**src/rtl/sseg_scan_ctrl_pkg.sv**
```systemverilog
// Shared constants and types for the seven-segment scan controller.
package sseg_scan_ctrl_pkg;

    localparam int NUM_DIGITS       = 8;
    localparam int DIGIT_W          = 4;
    localparam int IDX_W            = 3;
    localparam int DEFAULT_TICK_DIV = 100000;

    typedef struct packed {
        logic [IDX_W-1:0] idx;
        logic             wrap;
    } scan_step_t;

endpackage

```
**src/rtl/sseg_tick_gen.sv**
```systemverilog
// Free-running prescaler: one-cycle tick every TICK_DIV clocks.
module sseg_tick_gen #(
    parameter int TICK_DIV = 100000,
    parameter int CNT_W    = 17
) (
    input  logic clk_i,
    input  logic rst_ni,
    output logic tick_o
);

    logic [CNT_W-1:0] cnt_q, cnt_d;

    assign tick_o = (cnt_q == CNT_W'(TICK_DIV - 1));

    always_comb begin
        cnt_d = cnt_q + 1'b1;
        if (tick_o) cnt_d = '0;
    end

    always_ff @(posedge clk_i or negedge rst_ni) begin
        if (!rst_ni) cnt_q <= '0;
        else         cnt_q <= cnt_d;
    end

endmodule

```
**src/rtl/sseg_scan_ctrl.sv**
```systemverilog
// Eight-digit scan controller with frame-boundary double buffering.
module sseg_scan_ctrl
    import sseg_scan_ctrl_pkg::*;
#(
    parameter int TICK_DIV = DEFAULT_TICK_DIV,
    parameter int CNT_W    = 17
) (
    input  logic                          clk,
    input  logic                          reset_n,
    input  logic                          load,
    input  logic [NUM_DIGITS*DIGIT_W-1:0] value,
    input  logic [NUM_DIGITS-1:0]         dp_in,
    input  logic [NUM_DIGITS-1:0]         digit_en,
    output logic [IDX_W-1:0]              active,
    output logic [DIGIT_W-1:0]            num,
    output logic                          dp_ctrl,
    output logic                          frame_done,
    output logic                          update_ack
);

    localparam int VAL_W = NUM_DIGITS * DIGIT_W;

    // Wrap is flagged when the search crosses from the last digit to 0.
    function automatic scan_step_t next_digit(
        input logic [IDX_W-1:0]      cur,
        input logic [NUM_DIGITS-1:0] en
    );
        scan_step_t     r;
        logic           found;
        logic [IDX_W:0] pos;
        r.idx = '0;
        r.wrap = 1'b1;
        found = 1'b0;
        for (int i = 1; i <= NUM_DIGITS; i++) begin
            pos = {1'b0, cur} + (IDX_W + 1)'(i);
            if (!found && en[pos[IDX_W-1:0]]) begin
                found = 1'b1;
                r.idx = pos[IDX_W-1:0];
                r.wrap = pos[IDX_W];
            end
        end
        return r;
    endfunction

    logic                  tick;
    scan_step_t            step;
    logic                  wrap, commit;
    logic [IDX_W-1:0]      idx_q, idx_d;
    logic [VAL_W-1:0]      shd_val_q, shd_val_d;
    logic [NUM_DIGITS-1:0] shd_dp_q, shd_dp_d;
    logic [VAL_W-1:0]      pnd_val_q, pnd_val_d;
    logic [NUM_DIGITS-1:0] pnd_dp_q, pnd_dp_d;
    logic                  pnd_q, pnd_d;
    logic                  fd_q, fd_d;
    logic                  ack_q, ack_d;

    sseg_tick_gen #(
        .TICK_DIV(TICK_DIV),
        .CNT_W   (CNT_W)
    ) u_tick (
        .clk_i (clk),
        .rst_ni(reset_n),
        .tick_o(tick)
    );

    assign step   = next_digit(idx_q, digit_en);
    assign wrap   = tick & step.wrap;
    assign commit = wrap & pnd_q;

    always_comb begin
        idx_d     = idx_q;
        shd_val_d = shd_val_q;
        shd_dp_d  = shd_dp_q;
        pnd_val_d = pnd_val_q;
        pnd_dp_d  = pnd_dp_q;
        pnd_d     = pnd_q;
        fd_d      = wrap;
        ack_d     = commit;
        if (tick) idx_d = step.idx;
        if (commit) begin
            shd_val_d = pnd_val_q;
            shd_dp_d  = pnd_dp_q;
            pnd_d     = 1'b0;
        end
        // A load on the commit cycle refills pending for the next frame.
        if (load) begin
            pnd_val_d = value;
            pnd_dp_d  = dp_in;
            pnd_d     = 1'b1;
        end
    end

    always_ff @(posedge clk or negedge reset_n) begin
        if (!reset_n) begin
            idx_q     <= '0;
            shd_val_q <= '0;
            shd_dp_q  <= '0;
            pnd_val_q <= '0;
            pnd_dp_q  <= '0;
            pnd_q     <= 1'b0;
            fd_q      <= 1'b0;
            ack_q     <= 1'b0;
        end else begin
            idx_q     <= idx_d;
            shd_val_q <= shd_val_d;
            shd_dp_q  <= shd_dp_d;
            pnd_val_q <= pnd_val_d;
            pnd_dp_q  <= pnd_dp_d;
            pnd_q     <= pnd_d;
            fd_q      <= fd_d;
            ack_q     <= ack_d;
        end
    end

    assign active     = idx_q;
    assign num        = shd_val_q[idx_q*DIGIT_W +: DIGIT_W];
    assign dp_ctrl    = ~shd_dp_q[idx_q];
    assign frame_done = fd_q;
    assign update_ack = ack_q;

endmodule

```
**config.mk**
```make
export PLATFORM = sky130hd
export DESIGN_NAME = sseg_scan_ctrl
export DESIGN_NICKNAME = d
export VERILOG_FILES = /design/src/rtl/sseg_scan_ctrl_pkg.sv /design/src/rtl/sseg_tick_gen.sv /design/src/rtl/sseg_scan_ctrl.sv
export SDC_FILE = /design/constraint.sdc
export NUM_CORES = 1
export LEC_CHECK = 0
export CAP_MARGIN = 20
export CORE_MARGIN = 4
export CORE_UTILIZATION = 57
export DETAILED_ROUTE_END_ITERATION = 10
export GPL_TIMING_DRIVEN = 1
export HOLD_SLACK_MARGIN = 0.08
export PLACE_DENSITY = 0.81
export SLEW_MARGIN = 5
export SYNTH_ARGS = -nofsm -noshare
export SYNTH_HDL_FRONTEND = slang
export SYNTH_HIERARCHICAL = 1
export SYNTH_SLANG_ARGS = --single-unit
```
**constraint.sdc**
```tcl
create_clock -name clk -period 5.9 [get_ports clk]
set_input_delay 1.18 -clock clk [delete_from_list [all_inputs] [get_ports clk]]
set_output_delay 1.18 -clock clk [all_outputs]
set_load 0.02 [all_outputs]
```
# --- Yosys cells after proc, flatten, opt, wreduce, memory -nomap -nowiden ---
# Index checks and enable logic that the tools add are counted.
op_classes:
  add_sub_neg: 9
  n_mul: 0
  n_div: 0
  order_cmp: 9
  eq_ne: 1
  shifts: 1
  muxes: 36
  bitwise_logic: 3
  reduce_logical: 15
op_table:
  columns: ["cell", "n"]
  rows:
  - ["3-bit by 4-bit less-than comparator with 1-bit output, second input constant", 9]
  - ["4-bit two-way mux", 8]
  - ["32-bit by 6-bit indexed part select with 4-bit output", 1]
  - ["1-bit binary-select mux with 3-bit select", 9]
  - ["1-bit two-way mux", 18]
  - ["17-bit by 1-bit adder with 17-bit output, second input constant", 1]
  - ["17-bit equality test, second input constant", 1]
  - ["17-bit two-way mux", 1]
  - ["3-bit by 3-bit adder with 4-bit output, second input constant", 4]
  - ["3-bit by 2-bit adder with 4-bit output, second input constant", 2]
  - ["1-bit logical AND", 7]
  - ["1-bit logical NOT", 7]
  - ["3-bit by 1-bit adder with 4-bit output, second input constant", 1]
  - ["3-bit by 4-bit adder with 4-bit output, second input constant", 1]
  - ["1-bit AND", 2]
  - ["2-bit nonzero test", 1]
  - ["1-bit NOT", 1]
totals:
  ff_bits: 103
  latch_bits: 0
  ram_bits: 0
  mem_bits_ro: 0
  in_bits: 51
  output_inout_bits: 10
  memories: 0

# --- Logic depth before layout (Yosys ltp) ---
depth:
  word_depth: 29
  depth_mapped: 13
  mapped_depth_nobuf: 8

# --- By module ---
# Netlist, hierarchy kept.
modules_own_cells:
  columns: ["module", "n_inst", "cells_per_inst", "area_each_um2", "seq_area_each_um2"]
  rows:
  - ["sseg_scan_ctrl", 1, 318, 4615.7, 2152.1]
  - ["sseg_tick_gen", 1, 74, 793.3, 425.4]

# --- Worst setup path before layout ---
# OpenSTA, ideal clock, no wires.
synth_timing:
  path_kind: "flip-flop to flip-flop"
  start: "reg idx_q[1], in the netlist active[1]"
  end: "reg shd_dp_q[1]"
  setup_time_ns: 0.125
  arrival_time_ns: 4.256
  t_required_ns: 5.775
  slack_ns: 1.518
  path_stages_with_launch: 14
  path_buffers: 5
  cell_sequence: "dfrtp_1 -> buf_6 -> clkbuf_1 -> clkbuf_1 -> inv_1 -> ha_1 -> clkbuf_1 -> mux4_2 -> mux2i_1 -> nand2_1 -> o41a_1 -> nand4_2 -> buf_6 -> mux2_4"
synth_via:
  elab_chain_len: 27
  elab_cells_between_ends: 55
  classes_between: "8 x add/sub; 31 x mux; 2 x bitwise; 14 x reduce/logical"
synth_rtl:
  columns: ["item", "line", "text"]
  rows:
  - ["start: declaration", "sseg_scan_ctrl.sv:48", "logic [IDX_W-1:0] idx_q, idx_d;"]
  - ["start signal: assignment", "sseg_scan_ctrl.sv:104", "idx_q <= idx_d;"]
  - ["3-bit by 1-bit adder with 4-bit output", "sseg_scan_ctrl.sv:35", "pos = {1'b0, cur} + (IDX_W + 1)'(i);"]
  - ["1-bit binary-select mux with 3-bit select", "sseg_scan_ctrl.sv:36", "if (!found && en[pos[IDX_W-1:0]]) begin"]
  - ["1-bit two-way mux (not written as such)", "sseg_scan_ctrl.sv:36", null]
  - ["1-bit two-way mux", "sseg_scan_ctrl.sv:36", null]
  - ["1-bit logical NOT", "sseg_scan_ctrl.sv:36", null]
  - ["1-bit logical AND", "sseg_scan_ctrl.sv:36", null]
  - ["1-bit two-way mux", "sseg_scan_ctrl.sv:36", null]
  - ["1-bit logical NOT", "sseg_scan_ctrl.sv:36", null]
  - ["(+11 left out)", null, null]
  - ["1-bit logical NOT", "sseg_scan_ctrl.sv:36", null]
  - ["1-bit logical AND", "sseg_scan_ctrl.sv:36", null]
  - ["1-bit two-way mux", "sseg_scan_ctrl.sv:36", null]
  - ["1-bit logical NOT", "sseg_scan_ctrl.sv:36", null]
  - ["1-bit logical AND", "sseg_scan_ctrl.sv:36", null]
  - ["4-bit two-way mux (*)", "sseg_scan_ctrl.sv:36", null]
  - ["1-bit AND (*)", "sseg_scan_ctrl.sv:67", "assign wrap = tick & step.wrap;"]
  - ["1-bit AND (*)", "sseg_scan_ctrl.sv:68", "assign commit = wrap & pnd_q;"]
  - ["end signal: assignment", "sseg_scan_ctrl.sv:106", "shd_dp_q <= shd_dp_d;"]
  - ["end: declaration", "sseg_scan_ctrl.sv:50", "logic [NUM_DIGITS-1:0] shd_dp_q, shd_dp_d;"]
# Every way passes the cells marked *; elsewhere a longest branch is shown, timed or not. The select of a mux whose other input is x is not followed.
# A chain may end at the register's enable or synchronous reset.

# --- Final worst setup path ---
layout_timing:
  start: "in digit_en[2]"
  end: "reg shd_val_q[28]"
layout_via:
  elab_chain_len: 26
  elab_cells_between_ends: 47
  classes_between: "31 x mux; 2 x bitwise; 14 x reduce/logical"
layout_rtl:
  columns: ["item", "line", "text"]
  rows:
  - ["start: declaration", "sseg_scan_ctrl.sv:13", "input logic [NUM_DIGITS-1:0] digit_en,"]
  - ["1-bit binary-select mux with 3-bit select", "sseg_scan_ctrl.sv:36", null]
  - ["1-bit two-way mux (not written as such)", "sseg_scan_ctrl.sv:36", null]
  - ["1-bit two-way mux", "sseg_scan_ctrl.sv:36", null]
  - ["1-bit logical NOT", "sseg_scan_ctrl.sv:36", null]
  - ["1-bit logical AND", "sseg_scan_ctrl.sv:36", null]
  - ["1-bit two-way mux", "sseg_scan_ctrl.sv:36", null]
  - ["1-bit logical NOT", "sseg_scan_ctrl.sv:36", null]
  - ["1-bit logical AND", "sseg_scan_ctrl.sv:36", null]
  - ["(+10 left out)", null, null]
  - ["1-bit logical NOT", "sseg_scan_ctrl.sv:36", null]
  - ["1-bit logical AND", "sseg_scan_ctrl.sv:36", null]
  - ["1-bit two-way mux", "sseg_scan_ctrl.sv:36", null]
  - ["1-bit logical NOT", "sseg_scan_ctrl.sv:36", null]
  - ["1-bit logical AND", "sseg_scan_ctrl.sv:36", null]
  - ["4-bit two-way mux (*)", "sseg_scan_ctrl.sv:36", null]
  - ["1-bit AND (*)", "sseg_scan_ctrl.sv:67", null]
  - ["1-bit AND (*)", "sseg_scan_ctrl.sv:68", null]
  - ["end signal: assignment", "sseg_scan_ctrl.sv:105", "shd_val_q <= shd_val_d;"]
  - ["end: declaration", "sseg_scan_ctrl.sv:49", "logic [VAL_W-1:0] shd_val_q, shd_val_d;"]
# Marks and branches as above.

==> results.md <==
- # clock sinks: 103
- Syn Nets: 450
- Synth Area in Compound Gates: 4.33%
- Simple-Gate Fraction of Synth Area: 7.43%
- Routed vias: 3,425
- Hold_buf cts: 0
- Post-synthesis sequential area ratio: 47.7%
- CTS tree: built
- Number of global-route vias before repair: 3,643
- DRC: 0
- CTS Buf Count: 9
- Synth Area in XOR/XNOR: 2.75%
- GR Util All Layers: 20.7%
- First-pass GRT wire length: 18,300 µm
- Synth Flop Type: dfrtp_1
- Max frequency: 224 MHz
- YS warnings: 6
- Max_slew headroom: 35.6%
- Status: completed
- Clock Tree Buf Depth: 2
- Synthesized cell area: 0.00541 mm²
- Initial DRT Pass Iterations: 5
- Setup violations, final: 0
- PD cells: 242 mW/mm²
- GP Congestion: 0.959
- Synth Area in Adders: 1.62%
- Overall power: 1.54 mW
- Critical Path Start Type: primary input
- CP delay by family, top: multiplexers
- Num rows: 35
- HPWL Detailed: 7620 µm
- RSZ-0062 raised after global routing: no
- Pin count of the biggest net entering global routing: 62
- Final #Nets: 507
- Peak VDD IR: 166 µV
- Clock Skew: 0.0164 ns
- Hold Fails Final Rpt: 0
- Worst hold margin: 0.500 ns
- Post-Route WL: 10,900 µm
- EDFF count, synth: 0
- Routed len/inst: 18.7 µm
- Die W: 105 µm
- Slew @ Worst Pin: 0.966 ns
- Vias per inst: 5.87
- Worst skew pair latency: 0.36 ns
- Fin worst setup slack: 1.44 ns
- Antenna cell count: 0
- Worst hold path class: reg2reg
- Die height: 105 µm
- Largest family of logic cells by synthesized area: multiplexers
- Initial core utilization: 58.5%
- DRT iter0 DRCs: 152
- Layout area overhead: 17.0%
- Routed Antenna Nets: 0
- # port buffers: 60
- P_leak: 2.84 nW
- Worst Setup End Kind: flip-flop
- Sum of buffers and inverters on the critical path: 2
- Async S/R FF share, synth: 100%
- Initial antenna violation count: 0
- Post-Syn Area per Cell: 13.8 µm²
- Flops & latches, synth: 103
- Critical Path AT: 4.70 ns
- Setup TNS: 0 ns
- Req. time, crit path: 6.14 ns
- Slowest cell delay on critical path: 0.66 ns
- Netlist cell types: 47
- Grt ovf: 0
- Post-CTS Setup Inserts: 0
- Crit-path cells: clkdlybuf4s50_1, mux4_2, mux2i_1, a211oi_1, o31ai_1, nand4_4, buf_4, mux2_4
- Mux contribution to synthesized area: 33.4%
- Setup WS pre-CTS: 1.09 ns
- Fin crit share: 75.6%
- Clk slew on worst S/H paths: 0.09 ns
- H-tree levels: 3
- Layout cells sized above 1: 31.1%
- Die footprint: 0.0111 mm²
- Cell count after synthesis: 392
- I/O Pins: 61
- CP max stage cell: nand4_4
- Fin. max-slew vios: 0
- Core Area: 0.00924 mm²
- Max Cap Viol: 0
- Crit-path max FO: 29
- PostCTS Resize Cnt: 0
- Min cycle time layout: 4.46 ns
- CTS root buf: clkbuf_8
- Crit path kind: in2reg
==> area by class of cell <==
type                       count  area, µm²
clock inverter                 4       76.3
clock buffer                  12        145
tap                          129        161
fill                         643       2910
multi-input combinational    259       2690
inverter                       8       30.0
sequential                   103       2580
timing repair buffer          68        653
==> sequential cells by signal, summed over array words and instances (netlist names) <==
signal	count
shd_dp_q	8
active	3
pnd_dp_q	8
pnd_val_q	32
shd_val_q	32
pnd_q	1
frame_done	1
u_tick/cnt_q	17
update_ack	1
==> logic make-up after synthesis <==
group,after synthesis
simple gates,76
compound gates,32
mux,127
flops,103
fa+ha+maj,7
buf+inv,30
xor+xnor,17
==> synthesized netlist by cell type, types with 2 or more instances <==
cell / number / area, µm²
dfrtp_1: 103 / 2580
mux2_2: 52 / 586
mux2_4: 40 / 601
nand2_1: 25 / 93.8
mux4_2: 19 / 428
mux2i_1: 14 / 140
nor2_1: 14 / 52.6
clkbuf_1: 13 / 48.8
xnor2_1: 10 / 87.6
nor3_1: 8 / 40.0
ha_1: 7 / 87.6
inv_1: 7 / 26.3
xor2_1: 7 / 61.3
buf_6: 5 / 56.3
nand3_1: 5 / 25.0
nand4_1: 5 / 31.3
o21ai_0: 5 / 25.0
a211oi_1: 4 / 30.0
a21oi_1: 3 / 15.0
a22oi_1: 3 / 22.5
nor4_1: 3 / 18.8
o31ai_1: 3 / 22.5
or4_1: 3 / 22.5
a21o_1: 2 / 15.0
a31oi_1: 2 / 12.5
a32oi_1: 2 / 17.5
and4_1: 2 / 17.5
buf_1: 2 / 7.51
mux4_1: 2 / 52.6
nor2b_1: 2 / 12.5
o41a_1: 2 / 22.5
or3_1: 2 / 12.5
or4_4: 2 / 22.5
==> layout by cell type, fill, tap and decap left out, types with 4 or more instances in the layout <==
| cell | count |
|---|---|
| dfrtp_1 | 103 |
| clkdlybuf4s50_1 | 58 |
| mux2_2 | 52 |
| mux2_4 | 40 |
| nand2_1 | 25 |
| mux4_2 | 19 |
| mux2i_1 | 14 |
| nor2_1 | 14 |
| xnor2_1 | 10 |
| clkbuf_8 | 10 |
| buf_4 | 9 |
| nor3_1 | 8 |
| inv_1 | 7 |
| xor2_1 | 7 |
| ha_1 | 7 |
| nand3_1 | 5 |
| o21ai_0 | 5 |
| nand4_1 | 5 |
| a211oi_1 | 4 |
==> final timing paths <==
check,from,slack [ns],end,cells past startpoint
worst max register to register,active[2]$_DFFE_PN0P_,1.66,shd_val_q[28]$_DFFE_PN0P_,10
worst min-delay path,u_tick/cnt_q[0]$_DFF_PN0_,0.50,u_tick/cnt_q[0]$_DFF_PN0_,1
worst max-delay path,digit_en[2],1.44,shd_val_q[28]$_DFFE_PN0P_,8
worst min register to register,u_tick/cnt_q[0]$_DFF_PN0_,0.50,u_tick/cnt_q[0]$_DFF_PN0_,1
min in group asynchronous,reset_n,0.79,shd_val_q[0]$_DFFE_PN0P_,1
max in group asynchronous,reset_n,3.97,shd_val_q[24]$_DFFE_PN0P_,2
==> per-stage QoR <==
stage	instances	instance area [µm²]	util (%)
after detailed placement	567	6110	66.1
final	583	6330	68.5
after CTS	583	6330	68.5
after global routing	583	6330	68.5
after floorplan	392	5410	-
after global placement	567	6110	66.1
==> per-layer routing <==
layer  vias to the layer above  global-route usage (%)  wire (µm)  share of wire (%)
met4                         0                    6.37        172                1.6
met3                        16                    4.72        544                5.0
met1                      1742                    27.2       4730                 43
met2                        97                    34.5       5480                 50
li1                       1570                       -          -                  -
met5                         -                       0          0                  0
==> power breakdown <==
part,internal (mW),switching [mW],leakage [nW]
sequential,0.735,0.0167,1.32
clock,0.253,0.229,0.107
combinational,0.144,0.158,1.41
total,1.13,0.404,2.84
(Power assumes the default switching activity.)
